### src/rtl/meriac_morse_pkg.sv
// Shared symbol encoding, FSM state type and element lengths for the morse keyer.
package meriac_morse_pkg;

  localparam logic [1:0] SYM_END  = 2'b00;
  localparam logic [1:0] SYM_DOT  = 2'b01;
  localparam logic [1:0] SYM_DASH = 2'b10;
  localparam logic [1:0] SYM_GAP  = 2'b11;

  localparam logic [1:0] UNITS_DOT      = 2'd1;
  localparam logic [1:0] UNITS_DASH     = 2'd3;
  localparam logic [1:0] UNITS_GAP      = 2'd2;
  localparam logic [1:0] UNITS_ELEM_GAP = 2'd1;
  localparam logic [1:0] SETTLE_CYC     = 2'd2;

  typedef enum logic [2:0] {
    IDLE,
    DECODE,
    MARK,
    SPACE,
    SETTLE,
    DONE
  } state_e;

  // The unit counter holds "remaining units after this one", so it is loaded with n-1.
  function automatic logic [1:0] units_load(input logic [1:0] units);
    return units - 2'd1;
  endfunction

endpackage

### src/rtl/meriac_morse_tone_gen.sv
// Square-wave tone divider; the phase restarts high on every rising edge of en.
module meriac_morse_tone_gen
  import meriac_morse_pkg::*;
#(
  parameter int TONE_DIV = 8
) (
  input  logic clk,
  input  logic reset,
  input  logic en,
  output logic tone
);

  localparam int DW = (TONE_DIV > 1) ? $clog2(TONE_DIV) : 1;
  localparam logic [DW-1:0] DIV_LAST = DW'(TONE_DIV - 1);

  logic [DW-1:0] div_q;
  logic          toggled_q;

  always_ff @(posedge clk or posedge reset) begin
    if (reset) begin
      div_q     <= '0;
      toggled_q <= 1'b0;
    end else if (!en) begin
      div_q     <= '0;
      toggled_q <= 1'b0;
    end else if (div_q == DIV_LAST) begin
      div_q     <= '0;
      toggled_q <= ~toggled_q;
    end else begin
      div_q     <= div_q + DW'(1);
    end
  end

  // Stored as "has toggled" so the cleared state yields a high first mark cycle.
  assign tone = en & ~toggled_q;

endmodule

### src/rtl/meriac_morse_keyer.sv
// Morse keyer: turns database symbols into timed key/tone intervals and steps the symbol address.
module meriac_morse_keyer
  import meriac_morse_pkg::*;
#(
  parameter int UNIT_CNT = 5424,
  parameter int TONE_DIV = 8
) (
  input  logic       clk,
  input  logic       reset,
  input  logic [1:0] sym,
  input  logic       start,
  input  logic       loop,
  output logic       sym_advance,
  output logic       sym_rewind,
  output logic       key,
  output logic       tone,
  output logic       busy,
  output logic       done
);

  localparam int TW = (UNIT_CNT > 1) ? $clog2(UNIT_CNT) : 1;
  localparam logic [TW-1:0] TICK_LAST = TW'(UNIT_CNT - 1);

  state_e        state_q, state_d;
  logic [TW-1:0] tick_q, tick_d;
  logic [1:0]    unit_q, unit_d;
  logic          adv_q, adv_d;
  logic          rew_q, rew_d;
  logic          tick_wrap;

  always_ff @(posedge clk or posedge reset) begin
    if (reset) begin
      state_q <= IDLE;
      tick_q  <= '0;
      unit_q  <= '0;
      adv_q   <= 1'b0;
      rew_q   <= 1'b0;
    end else begin
      state_q <= state_d;
      tick_q  <= tick_d;
      unit_q  <= unit_d;
      adv_q   <= adv_d;
      rew_q   <= rew_d;
    end
  end

  assign tick_wrap = (tick_q == TICK_LAST);

  always_comb begin
    state_d = state_q;
    tick_d  = '0;
    unit_d  = unit_q;
    adv_d   = 1'b0;
    rew_d   = 1'b0;
    case (state_q)
      IDLE: begin
        if (start) state_d = DECODE;
      end
      DECODE: begin
        case (sym)
          SYM_DOT: begin
            state_d = MARK;
            unit_d  = units_load(UNITS_DOT);
            adv_d   = 1'b1;
          end
          SYM_DASH: begin
            state_d = MARK;
            unit_d  = units_load(UNITS_DASH);
            adv_d   = 1'b1;
          end
          SYM_GAP: begin
            state_d = SPACE;
            unit_d  = units_load(UNITS_GAP);
            adv_d   = 1'b1;
          end
          default: begin
            if (loop) begin
              state_d = SETTLE;
              unit_d  = units_load(SETTLE_CYC);
              rew_d   = 1'b1;
            end else begin
              state_d = DONE;
            end
          end
        endcase
      end
      MARK, SPACE: begin
        if (!tick_wrap) begin
          tick_d = tick_q + TW'(1);
        end else if (unit_q != 2'd0) begin
          unit_d = unit_q - 2'd1;
        end else if (state_q == MARK) begin
          // Every mark is followed by its own inter-element gap.
          state_d = SPACE;
          unit_d  = units_load(UNITS_ELEM_GAP);
        end else begin
          state_d = DECODE;
        end
      end
      SETTLE: begin
        // One cycle for the rewind pulse, one for the upstream address to land.
        if (unit_q == 2'd0) state_d = DECODE;
        else                unit_d  = unit_q - 2'd1;
      end
      DONE: begin
        if (start) begin
          state_d = SETTLE;
          unit_d  = units_load(SETTLE_CYC);
          rew_d   = 1'b1;
        end
      end
      default: state_d = IDLE;
    endcase
  end

  assign key         = (state_q == MARK);
  assign busy        = (state_q != IDLE) && (state_q != DONE);
  assign done        = (state_q == DONE);
  assign sym_advance = adv_q;
  assign sym_rewind  = rew_q;

  meriac_morse_tone_gen #(
    .TONE_DIV (TONE_DIV)
  ) u_tone (
    .clk   (clk),
    .reset (reset),
    .en    (key),
    .tone  (tone)
  );

endmodule

### config.mk
export PLATFORM = sky130hd
export DESIGN_NAME = meriac_morse_keyer
export DESIGN_NICKNAME = d
export VERILOG_FILES = /design/src/rtl/meriac_morse_pkg.sv /design/src/rtl/meriac_morse_tone_gen.sv /design/src/rtl/meriac_morse_keyer.sv
export SDC_FILE = /design/constraint.sdc
export NUM_CORES = 1
export LEC_CHECK = 0
export BUFFER_PORTS_ARGS = -buffer_cell sky130_fd_sc_hd__buf_2
export CAP_MARGIN = 20
export CORE_MARGIN = 2
export CORE_UTILIZATION = 45
export DETAILED_ROUTE_END_ITERATION = 16
export PLACE_DENSITY_LB_ADDON = 0.25
export REMOVE_ABC_BUFFERS = 1
export SYNTH_ARGS = -nofsm -noshare
export SYNTH_HDL_FRONTEND = slang
export SYNTH_SLANG_ARGS = --single-unit
### constraint.sdc
create_clock -name clk -period 3.6 [get_ports clk]
set_input_delay 0.36 -clock clk [delete_from_list [all_inputs] [get_ports clk]]
set_output_delay 0.36 -clock clk [all_outputs]
set_load 0.05 [all_outputs]
Word level (Yosys, flattened, before mapping)
Cells that the tools add are included.
{"block": "classes", "n_reduce_logical": 11, "add_sub_neg": 3, "n_mux": 29, "bitwise_logic": 2, "eq_ne": 20}
{"op": "13-bit 2-to-1 mux", "count": 2}
{"op": "3-bit 2-to-1 mux", "count": 7}
{"op": "3-bit case mux with 5 select lines", "count": 1}
{"op": "2-bit 2-to-1 mux", "count": 7}
{"op": "2-bit != test, second input constant", "count": 7}
{"op": "13-bit by 1-bit adder with 13-bit output, second input constant", "count": 1}
{"op": "13-bit == test, second input constant", "count": 1}
{"op": "3-bit == test, second input constant", "count": 3}
{"op": "1-bit 2-to-1 mux", "count": 8}
{"op": "2-bit case mux with 4 select lines", "count": 1}
{"op": "3-bit by 2-bit == test with 1-bit output, second input constant", "count": 2}
{"op": "2-bit case mux with 3 select lines", "count": 1}
{"op": "3-bit case mux with 2 select lines", "count": 1}
{"op": "6-bit AND reduction", "count": 1}
{"op": "5-bit != test, second input constant", "count": 1}
{"op": "5-bit AND reduction", "count": 1}
{"op": "2-bit == test, second input constant", "count": 2}
{"op": "4-bit nonzero test", "count": 1}
{"op": "2-bit OR reduction", "count": 2}
{"op": "3-bit by 1-bit adder with 3-bit output, second input constant", "count": 1}
{"op": "3-bit by 1-bit == test with 1-bit output, second input constant", "count": 1}
{"op": "3-bit logical NOT", "count": 1}
{"op": "3-bit by 2-bit != test with 1-bit output, second input constant", "count": 1}
{"op": "3-bit != test, second input constant", "count": 1}
{"op": "other kinds (10)", "count": 10}
{"block": "totals", "out_inout_bits": 6, "ff_bits": 24, "input_bits": 6, "wordCells": 72}

Longest topological paths before layout
Gate-level depths: netlist of the first run.
{"block": "depth", "depth_word": 5, "depth_mapped": 7, "depth_no_buf": 7}

By module
Synthesis of the first run repeated with hierarchy kept, for this count alone.
{"block": "hier_totals", "hier_cells": 146, "hier_area_um2": 1386.3}
{"module": "meriac_morse_keyer", "cells_per_inst": 133, "area_each_um2": 1213.7, "n_inst": 1, "seq_area_each_um2": 500.5}
{"module": "meriac_morse_tone_gen", "cells_per_inst": 13, "area_each_um2": 172.7, "n_inst": 1, "seq_area_each_um2": 100.1}

Least setup slack after synthesis of the first run
Ideal clock, no wire load.
{"block": "synth_path", "path_type": "register to output", "start": "reg state_q[2]", "end": "out tone", "n_path_buf": 1, "required_time_ps": 3240, "slack_ps": 1800, "t_arrival_ps": 1440, "stages_incl_launch_ff": 5, "cell_sequence": "dfrtp_1 buf_6 nand2b_4 nand2b_1 nor2_1"}
{"block": "synth_via", "elab_chain_len": 2}
{"element": "start: declaration", "line": "meriac_morse_keyer.sv:24", "source": "state_e state_q, state_d;"}
{"element": "start signal: assignment", "line": "meriac_morse_keyer.sv:39", "source": "state_q <= state_d;"}
{"element": "3-bit by 2-bit == test with 1-bit output", "line": "meriac_morse_keyer.sv:116", "source": "assign key = (state_q == MARK);"}
{"element": "1-bit AND", "line": "meriac_morse_tone_gen.sv:35", "source": "assign tone = en & ~toggled_q;"}
{"element": "end: declaration", "line": "meriac_morse_keyer.sv:16", "source": "output logic tone,"}
No other way between the ends.

Worst setup path after layout of the first run
{"block": "layout_path", "start": "reg state_q[2]", "end": "out key"}
{"block": "layout_via", "elab_chain_len": 1}
{"element": "3-bit by 2-bit == test with 1-bit output", "line": "meriac_morse_keyer.sv:116"}
{"element": "end: declaration", "line": "meriac_morse_keyer.sv:15", "source": "output logic key,"}
No other way between the ends.

==> results of run 1 <==
==> cells in the mapped netlist <==
cell type,n
nor4_1,2
a211oi_1,1
mux2_2,1
and3_4,2
nand4b_1,1
o31ai_1,1
inv_1,9
a31oi_1,1
nand2b_4,1
mux2_4,1
nor2_1,24
nand3_1,6
a21oi_1,5
a32o_1,1
clkbuf_1,1
nor3_1,2
mux2i_1,2
nor3_2,1
xnor2_1,7
buf_6,1
dfrtp_1,24
and3_1,6
o311ai_0,2
nand2b_1,2
buf_2,3
ha_1,10
nand2_1,9
a22oi_1,1
a41o_2,1
and2_1,2
o21ai_0,5
xor2_1,6
==> layer usage <==
layer,wire (um),up-vias
met5,0,-
met1,1130,480
met3,93,6
met4,40,0
li1,-,495
met2,1120,23
==> placed cells by master (no fill, tap or decap), drive strengths merged <==
cell type  instances
o21ai              5
a22oi              1
a32o               1
o311ai             2
dfrtp             24
nand2              9
xor2               6
nand3              6
and3               8
clkbuf             4
nand2b             3
ha                10
mux2               2
a41o               1
a31oi              1
a211oi             1
nor3               3
nor2              24
buf               11
and2               2
nand4b             1
nor4               2
inv                9
mux2i              2
o31ai              1
xnor2              7
a21oi              5
==> kinds of logic (layout without fill, tap and decap cells) <==
kind of cell | after synthesis | in the layout | share of synthesized area [%]
AND/OR/NAND/NOR | 58 | 58 | 21.6
adder cells (fa/ha/maj) | 10 | 10 | 9.19
AO/OA/AOI/OAI | 18 | 18 | 8.64
multiplexers | 4 | 4 | 3.40
buffers and inverters | 14 | 24 | 4.69
XOR/XNOR | 13 | 13 | 8.36
flip-flops | 24 | 24 | 44.1
==> through the flow <==
stage / util, % / hold WS [ns]
3_3_place_gp: 50.8 / 0.433
3_5_place_dp: 50.8 / 0.446
5_1_grt: 52.1 / 0.274
4_1_cts: 52.1 / 0.235
2_1_floorplan: - / 0.375
6_report: 52.1 / 0.206
==> sequential cells by signal, indices dropped and copies added, names as in the netlist <==
name,flops
tick_q,13
sym_rewind,1
unit_q,2
u_tone.toggled_q,1
state_q,3
u_tone.div_q,3
sym_advance,1
==> report_power, final <==
part / total [mW] / switching, mW / internal, mW
clock network: 0.139 / 0.0776 / 0.0618
registers: 0.270 / 0 / 0.270
logic: 0.0186 / 0.0125 / 0.00614
total: 0.428 / 0.0901 / 0.337
==> layout make-up <==
class,count,area (um2)
inverters,9,33.8
well taps,31,38.8
clock buffers,4,36.3
repair buffers,11,55.1
flip-flops and latches,24,601
multi-input cells,103,697
fillers,277,1340
==> path summary, 6_finish.rpt <==
kind | startpoint | endpoint | slack, ns | cells past startpoint
max | state_q[2] | key | 1.50 | 4
min | reset | sym_advance | 0.21 | 2
max reg2reg | state_q[2] | unit_q[0] | 1.70 | 4
min reg2reg | u_tone.div_q[0] | u_tone.div_q[0] | 0.46 | 1
max in group asynchronous | reset | tick_q[8] | 2.85 | 2
min in group clk | start | sym_rewind | 0.35 | 3
==> flow_metrics.env, run 1 <==
export IMPL_hold_viol_final=0
export IMPL_use_met3_pct=3.49
export IMPL_worst_slew_margin_rel_pct=41.1
export IMPL_path_buf_inv=2
export IMPL_grt_use_total_pct=16.0
export IMPL_worst_setup_path_end_kind="output port"
export IMPL_vias=1004
export IMPL_use_met1_pct=20.3
export IMPL_min_path_type="in -> async"
export IMPL_cpLargestDelayFamily="flip-flops"
export IMPL_grt_overflow=0
export IMPL_worstPathArrival_ns=1.74
export IMPL_rsz0062_at_grt="false"
export IMPL_drv_cap=0
export IMPL_die_h_um=59
export IMPL_cts_tree="done"
export IMPL_gp_congestion=0.784
export IMPL_synth_cell_types=32
export IMPL_cts_resized=0
export IMPL_fin_crit_ns=2.10
export IMPL_grt_pass1_wl_um=4210
export IMPL_fin_cells=182
export IMPL_cts_root_buf="clkbuf_4"
export IMPL_path_max_fanout=19
export IMPL_dp_final_hpwl_um=1730
export IMPL_crit_path_max_incr_delay_ns=0.71
export IMPL_placed_area_um2=1430
export IMPL_synthCells=141
export IMPL_routed_wl_um=2380
export IMPL_cp_cell_sequence="nand2b_4, nand2b_1, inv_1, buf_2"
export IMPL_synth_area_leaders="dfrtp_1, ha_1, nor2_1"
export IMPL_yosysTopAreaCell="dfrtp_1"
export IMPL_synth_top_cell_area_share_pct=44.1
export IMPL_n_antenna_cell=0
export IMPL_skew_ns=0.00703
export IMPL_dp_cells=178
export IMPL_fp_dieW_um=59
export IMPL_rows=19
export IMPL_post_cts_buffers=0
export IMPL_grt_met2_usage_pct=26.5
export IMPL_start_util_pct=48.5
export IMPL_top_usage_layer="met2"
export IMPL_cp_required_ns=3.24
export IMPL_htree_levels=1
export IMPL_crit_path_top_delay_cell="dfrtp_1"
export IMPL_cts_buffer_depth=2
export IMPL_vias_per_cell=5.52
export IMPL_netlist_area_um2=1360
export IMPL_timing_final_ws_setup_ns=1.50
export IMPL_fmax_mhz=476
export IMPL_io_pins=12
export IMPL_status="finished, final reports clean"
export IMPL_dieArea_um2=3480
export IMPL_power_uw=428
export IMPL_cts_hold_buf=0
export IMPL_yosys_warnings=0
export IMPL_dr_pass1_iters=5
export IMPL_cts_inserted_buffers=3
export IMPL_clk_pin_slew_worst_paths_ns=0.13
export IMPL_port_buffers=11
export IMPL_clk_latency_ns=0.31
export IMPL_post_drt_wl_per_cell_um=13.1
export IMPL_criticalPathCategory="reg -> out"
export IMPL_ys_ff_latch=24
export IMPL_grt_pass1_vias=983
export IMPL_fin_setup_tns_ns=0
export IMPL_yosysSeqAreaShare_pct=44.1
export IMPL_area_growth_pct=7.35
export IMPL_ir_worst_vdd_mv=0.183
export IMPL_worst_pin_slew_ns=0.883
export IMPL_dr_first_iter_drc_count=32
export IMPL_slew_violations=0
export IMPL_grt_antenna_before_repair=0
export IMPL_leakagePower_nw=0.760
export IMPL_cts_sinks=24
export IMPL_finalSetupViolations=0
export IMPL_start_kind="flop"
export IMPL_drive_gt1_share_pct=14.6
export IMPL_drc=0
export IMPL_postRouteAntennaNets=0
export IMPL_avgSynthCellArea_um2=9.65
export IMPL_fin_nets=168
export IMPL_place_ws_ns=1.74
export IMPL_grt_max_degree=25
export IMPL_power_density_nw_per_um2=293
export IMPL_coreArea_um2=2810
export IMPL_post_route_cell_area_um2=1460
export IMPL_period_share_pct=58.4
Note: power is estimated with default switching activity, not from simulation.
==> run 2: changes to the inputs <==
- clock period: 3.6 -> 2.1 ns (I/O delays scaled with it)
==> flow_metrics.env, run 2 (synthesis results as in run 1) <==
export IMPL_start_util_pct=48.5
export IMPL_postRouteAntennaNets=0
export IMPL_ir_worst_vdd_mv=0.231
export IMPL_status="finished, final reports clean"
export IMPL_fp_dieW_um=59
export IMPL_slew_violations=0
export IMPL_use_met3_pct=2.62
export IMPL_area_growth_pct=10.4
export IMPL_grt_pass1_vias=977
export IMPL_cts_buffer_depth=2
export IMPL_start_kind="flop"
export IMPL_cts_sinks=24
export IMPL_min_path_cells=3
export IMPL_rr_worst_depth=5
export IMPL_crit_path_top_delay_cell="dfrtp_1"
export IMPL_finalSetupViolations=0
export IMPL_cts_root_buf="clkbuf_4"
export IMPL_io_pins=12
export IMPL_grt_met2_usage_pct=26.2
export IMPL_coreArea_um2=2810
export IMPL_post_drt_wl_per_cell_um=12.9
export IMPL_skew_ns=0.0107
export IMPL_cts_tree="done"
export IMPL_cts_resized=0
export IMPL_fin_setup_tns_ns=0
export IMPL_fin_nets=171
export IMPL_hold_path_endpoint="sym_rewind"
export IMPL_timing_rr_end="unit_q[0]"
export IMPL_worstPathArrival_ns=1.67
export IMPL_holdWs_ns=0.232
export IMPL_power_density_nw_per_um2=549
export IMPL_dr_pass1_iters=4
export IMPL_dp_cells=180
export IMPL_path_max_fanout=14
export IMPL_mostFrequentLayoutCells="nor2_1, dfrtp_1, buf_2, ha_1"
export IMPL_rsz0062_at_grt="false"
export IMPL_cts_inserted_buffers=3
export IMPL_path_buf_inv=2
export IMPL_hold_viol_final=0
export IMPL_grt_pass1_wl_um=4250
export IMPL_regMostFlops="tick_q"
export IMPL_port_buffers=11
export IMPL_die_h_um=59
export IMPL_cpLargestDelayFamily="flip-flops"
export IMPL_period_share_pct=89.5
export IMPL_drc=0
export IMPL_n_antenna_cell=0
export IMPL_rows=19
export IMPL_drive_gt1_share_pct=15.6
export IMPL_hold_path_startpoint="start"
export IMPL_cp_required_ns=1.89
export IMPL_grt_use_total_pct=16.0
export IMPL_dieArea_um2=3480
export IMPL_clk_pin_slew_worst_paths_ns=0.13
export IMPL_fin_cells=185
export IMPL_vias=994
export IMPL_drv_cap=0
export IMPL_top_usage_layer="met2"
export IMPL_worst_slew_margin_rel_pct=66.9
export IMPL_crit_path_max_incr_delay_ns=0.68
export IMPL_worst_pin_slew_ns=0.496
export IMPL_dr_first_iter_drc_count=23
export IMPL_gp_congestion=0.801
export IMPL_reg2reg_slack_ns=0.30
export IMPL_criticalPathCategory="reg -> out"
export IMPL_r2r_start="tick_q[0]"
export IMPL_routed_wl_um=2390
export IMPL_leakagePower_nw=0.782
export IMPL_min_path_type="in -> reg"
export IMPL_fin_crit_ns=1.88
export IMPL_largest_reg_flops=13
export IMPL_vias_per_cell=5.37
export IMPL_top_regs="tick_q (13), state_q (3), u_tone.div_q (3)"
export IMPL_grt_overflow=0
export IMPL_fmax_mhz=532
export IMPL_cp_cell_sequence="nand2b_4, nand2b_1, inv_1, buf_2"
export IMPL_clk_latency_ns=0.31
export IMPL_grt_max_degree=19
export IMPL_dp_final_hpwl_um=1830
export IMPL_grt_antenna_before_repair=0
export IMPL_use_met1_pct=20.0
export IMPL_htree_levels=1
export IMPL_worst_setup_path_end_kind="output port"
run 2: cell count changes in the layout (fill, tap and decap cells not counted), sizes merged:
cell and delta:
bufinv +1, dlygate4sd3 +1, buf +2, clkbuf -1
run 2: cell type report:
cell class | instances | area [um2]
inverters | 9 | 33.8
multi-input cells | 103 | 697
flip-flops and latches | 24 | 601
well taps | 31 | 38.8
clock buffers | 3 | 22.5
fillers | 279 | 1300
repair buffers | 14 | 80.1
clock inverters | 1 | 30.0
run 2: worst max path at each step:
stage | from | end | slack (ns) | cells past startpoint
after floorplan | state_q[2] | tone | 0.35 | 3
after global routing | state_q[1] | key | 0.10 | 4
final | state_q[1] | key | 0.22 | 4
after CTS | state_q[1] | key | 0.20 | 4
after global placement | tick_q[0] | unit_q[0] | 0.33 | 5
after detailed placement | tick_q[0] | unit_q[0] | 0.29 | 5
run 2: metrics by stage:
stage / area [um2] / setup slack, ns / total power [mW] / utilization (%)
3_5_place_dp: 1440 / 0.294 / 0.505 / 51.3
3_3_place_gp: 1440 / 0.331 / 0.503 / 51.3
2_1_floorplan: 1330 / 0.349 / 0.491 / -
6_report: 1500 / 0.220 / 0.826 / 53.6
4_1_cts: 1500 / 0.198 / 0.836 / 53.6
5_1_grt: 1500 / 0.102 / 0.862 / 53.6
run 2: per-layer routing:
layer	wire (um)	vias to the layer above
met5	0	-
met4	27	0
met3	54	2
met2	1220	14
met1	1090	475
li1	-	503
run 2: report_power, final:
group	internal (mW)	switching, mW	total, mW
clock	0.193	0.135	0.328
sequential	0.462	0	0.462
combinational	0.0129	0.0223	0.0352
run 2: worst register-to-register path: cells and delay by family, from the launching register on:
kind,cells,cell delay [ns]
and+or+nand+nor,2,0.40
AOI/OAI and AO/OA,1,0.38
DFF,1,0.42
adders and majority gates,1,0.23
muxes,1,0.29
run 2: timing repair:
item	4_1_cts	5_1_grt
hold buffers	1	0
buffers inserted	0	0
endpoints found under the hold margin	11	0
==> run 3: changes to the inputs <==
- MAX_ROUTING_LAYER: not set -> met4
==> flow_metrics.env, run 3 (synthesis results as in run 1) <==
export IMPL_rows=19
export IMPL_routed_wl_um=2390
export IMPL_regMostFlops="tick_q"
export IMPL_fin_nets=171
export IMPL_n_antenna_cell=0
export IMPL_drv_cap=0
export IMPL_gp_congestion=0.813
export IMPL_clk_pin_slew_worst_paths_ns=0.13
export IMPL_htree_levels=1
export IMPL_die_h_um=59
export IMPL_multiInputGateArea_um2=697
export IMPL_port_buffers=11
export IMPL_min_path_type="in -> reg"
export IMPL_coreArea_um2=2810
export IMPL_rsz0062_at_grt="false"
export IMPL_place_ws_ns=0.294
export IMPL_start_kind="flop"
export IMPL_cts_root_buf="clkbuf_4"
export IMPL_post_drt_wl_per_cell_um=12.9
export IMPL_leakagePower_nw=0.782
export IMPL_cts_tree="done"
export IMPL_cp_required_ns=1.89
export IMPL_hold_viol_final=0
export IMPL_cts_hold_buf=1
export IMPL_area_sequential_um2=601
export IMPL_placed_area_um2=1440
export IMPL_post_route_cell_area_um2=1500
export IMPL_finalSetupViolations=0
export IMPL_holdWs_ns=0.221
export IMPL_fp_dieW_um=59
export IMPL_clk_latency_ns=0.31
export IMPL_worst_setup_path_end_kind="output port"
export IMPL_cts_inserted_buffers=3
export IMPL_io_pins=12
export IMPL_grt_antenna_before_repair=0
export IMPL_utilization_pct=53.6
export IMPL_fin_crit_ns=1.88
export IMPL_ir_worst_vdd_mv=0.231
export IMPL_dr_first_iter_drc_count=21
export IMPL_post_cts_buffers=0
export IMPL_top_regs="tick_q (13), state_q (3), u_tone.div_q (3)"
export IMPL_power_density_nw_per_um2=549
export IMPL_grt_overflow=0
export IMPL_drc=0
export IMPL_fmax_mhz=533
export IMPL_timing_final_ws_setup_ns=0.222
export IMPL_skew_ns=0.00993
export IMPL_vias_per_cell=5.39
export IMPL_worstPathArrival_ns=1.67
export IMPL_grt_use_total_pct=16.5
export IMPL_nFillCells=279
export IMPL_grt_pass1_vias=974
export IMPL_status="finished, final reports clean"
export IMPL_largest_reg_flops=13
export IMPL_path_max_fanout=14
export IMPL_grt_max_degree=19
export IMPL_cts_buffer_depth=2
export IMPL_slew_violations=0
export IMPL_postRouteAntennaNets=0
export IMPL_vias=998
export IMPL_cts_sinks=24
export IMPL_grt_pass1_wl_um=4260
export IMPL_dieArea_um2=3480
export IMPL_start_util_pct=48.5
export IMPL_area_growth_pct=10.4
export IMPL_fin_setup_tns_ns=0
export IMPL_dr_pass1_iters=4
export IMPL_cts_resized=0
export IMPL_period_share_pct=89.4
export IMPL_drive_gt1_share_pct=15.6
export IMPL_worst_pin_slew_ns=0.496
export IMPL_dp_final_hpwl_um=1830
export IMPL_worst_slew_margin_rel_pct=66.9
export IMPL_criticalPathCategory="reg -> out"
export IMPL_mostFrequentLayoutCells="nor2_1, dfrtp_1, buf_2, ha_1"
run 3: cell counts in the layout (fill, tap and decap cells not counted):
No cell type changed its count.
run 3: per-stage QoR:
step,total power [mW],std cells
detailed placement,0.505,180
floorplan,0.491,136
finish,0.825,185
CTS,0.836,185
global route,0.864,185
global placement,0.503,180
run 3: critical path, cell delays in order (launching register included):
cell      delay [ns]
dfrtp_1         0.68
nand2b_4        0.08
nand2b_1        0.21
inv_1           0.12
buf_2           0.27
run 3: final cells by class:
class,instances,share of cell area [%]
tap,31,2.58
inverter,9,2.25
timing repair buffer,14,5.33
multi-input combinational,103,46.4
clock inverter,1,2.00
sequential,24,40.0
clock buffer,3,1.50
run 3: path summary, 6_finish.rpt:
path	start	endpoint	slack [ns]	depth (start not counted)
setup reg to reg	tick_q[0]	unit_q[0]	0.30	5
hold / removal	start	sym_rewind	0.22	3
setup / recovery	state_q[1]	key	0.22	4
max in group asynchronous	reset	tick_q[3]	1.16	4
min in group asynchronous	reset	tick_q[11]	0.41	3
hold reg to reg	u_tone.div_q[0]	u_tone.div_q[0]	0.45	1
run 3: power breakdown:
group          switching, mW  internal (mW)
logic                 0.0219         0.0129
clock network          0.135          0.193
registers                  0          0.462
run 3: layer usage:
metal  track usage (%)  up-vias  routed length [um]
met5                 -        -                   0
met4              9.09        0                  31
met3              2.62        2                  71
met2              26.0       20                1220
met1              20.3      472                1060
li1                  -      504                   -
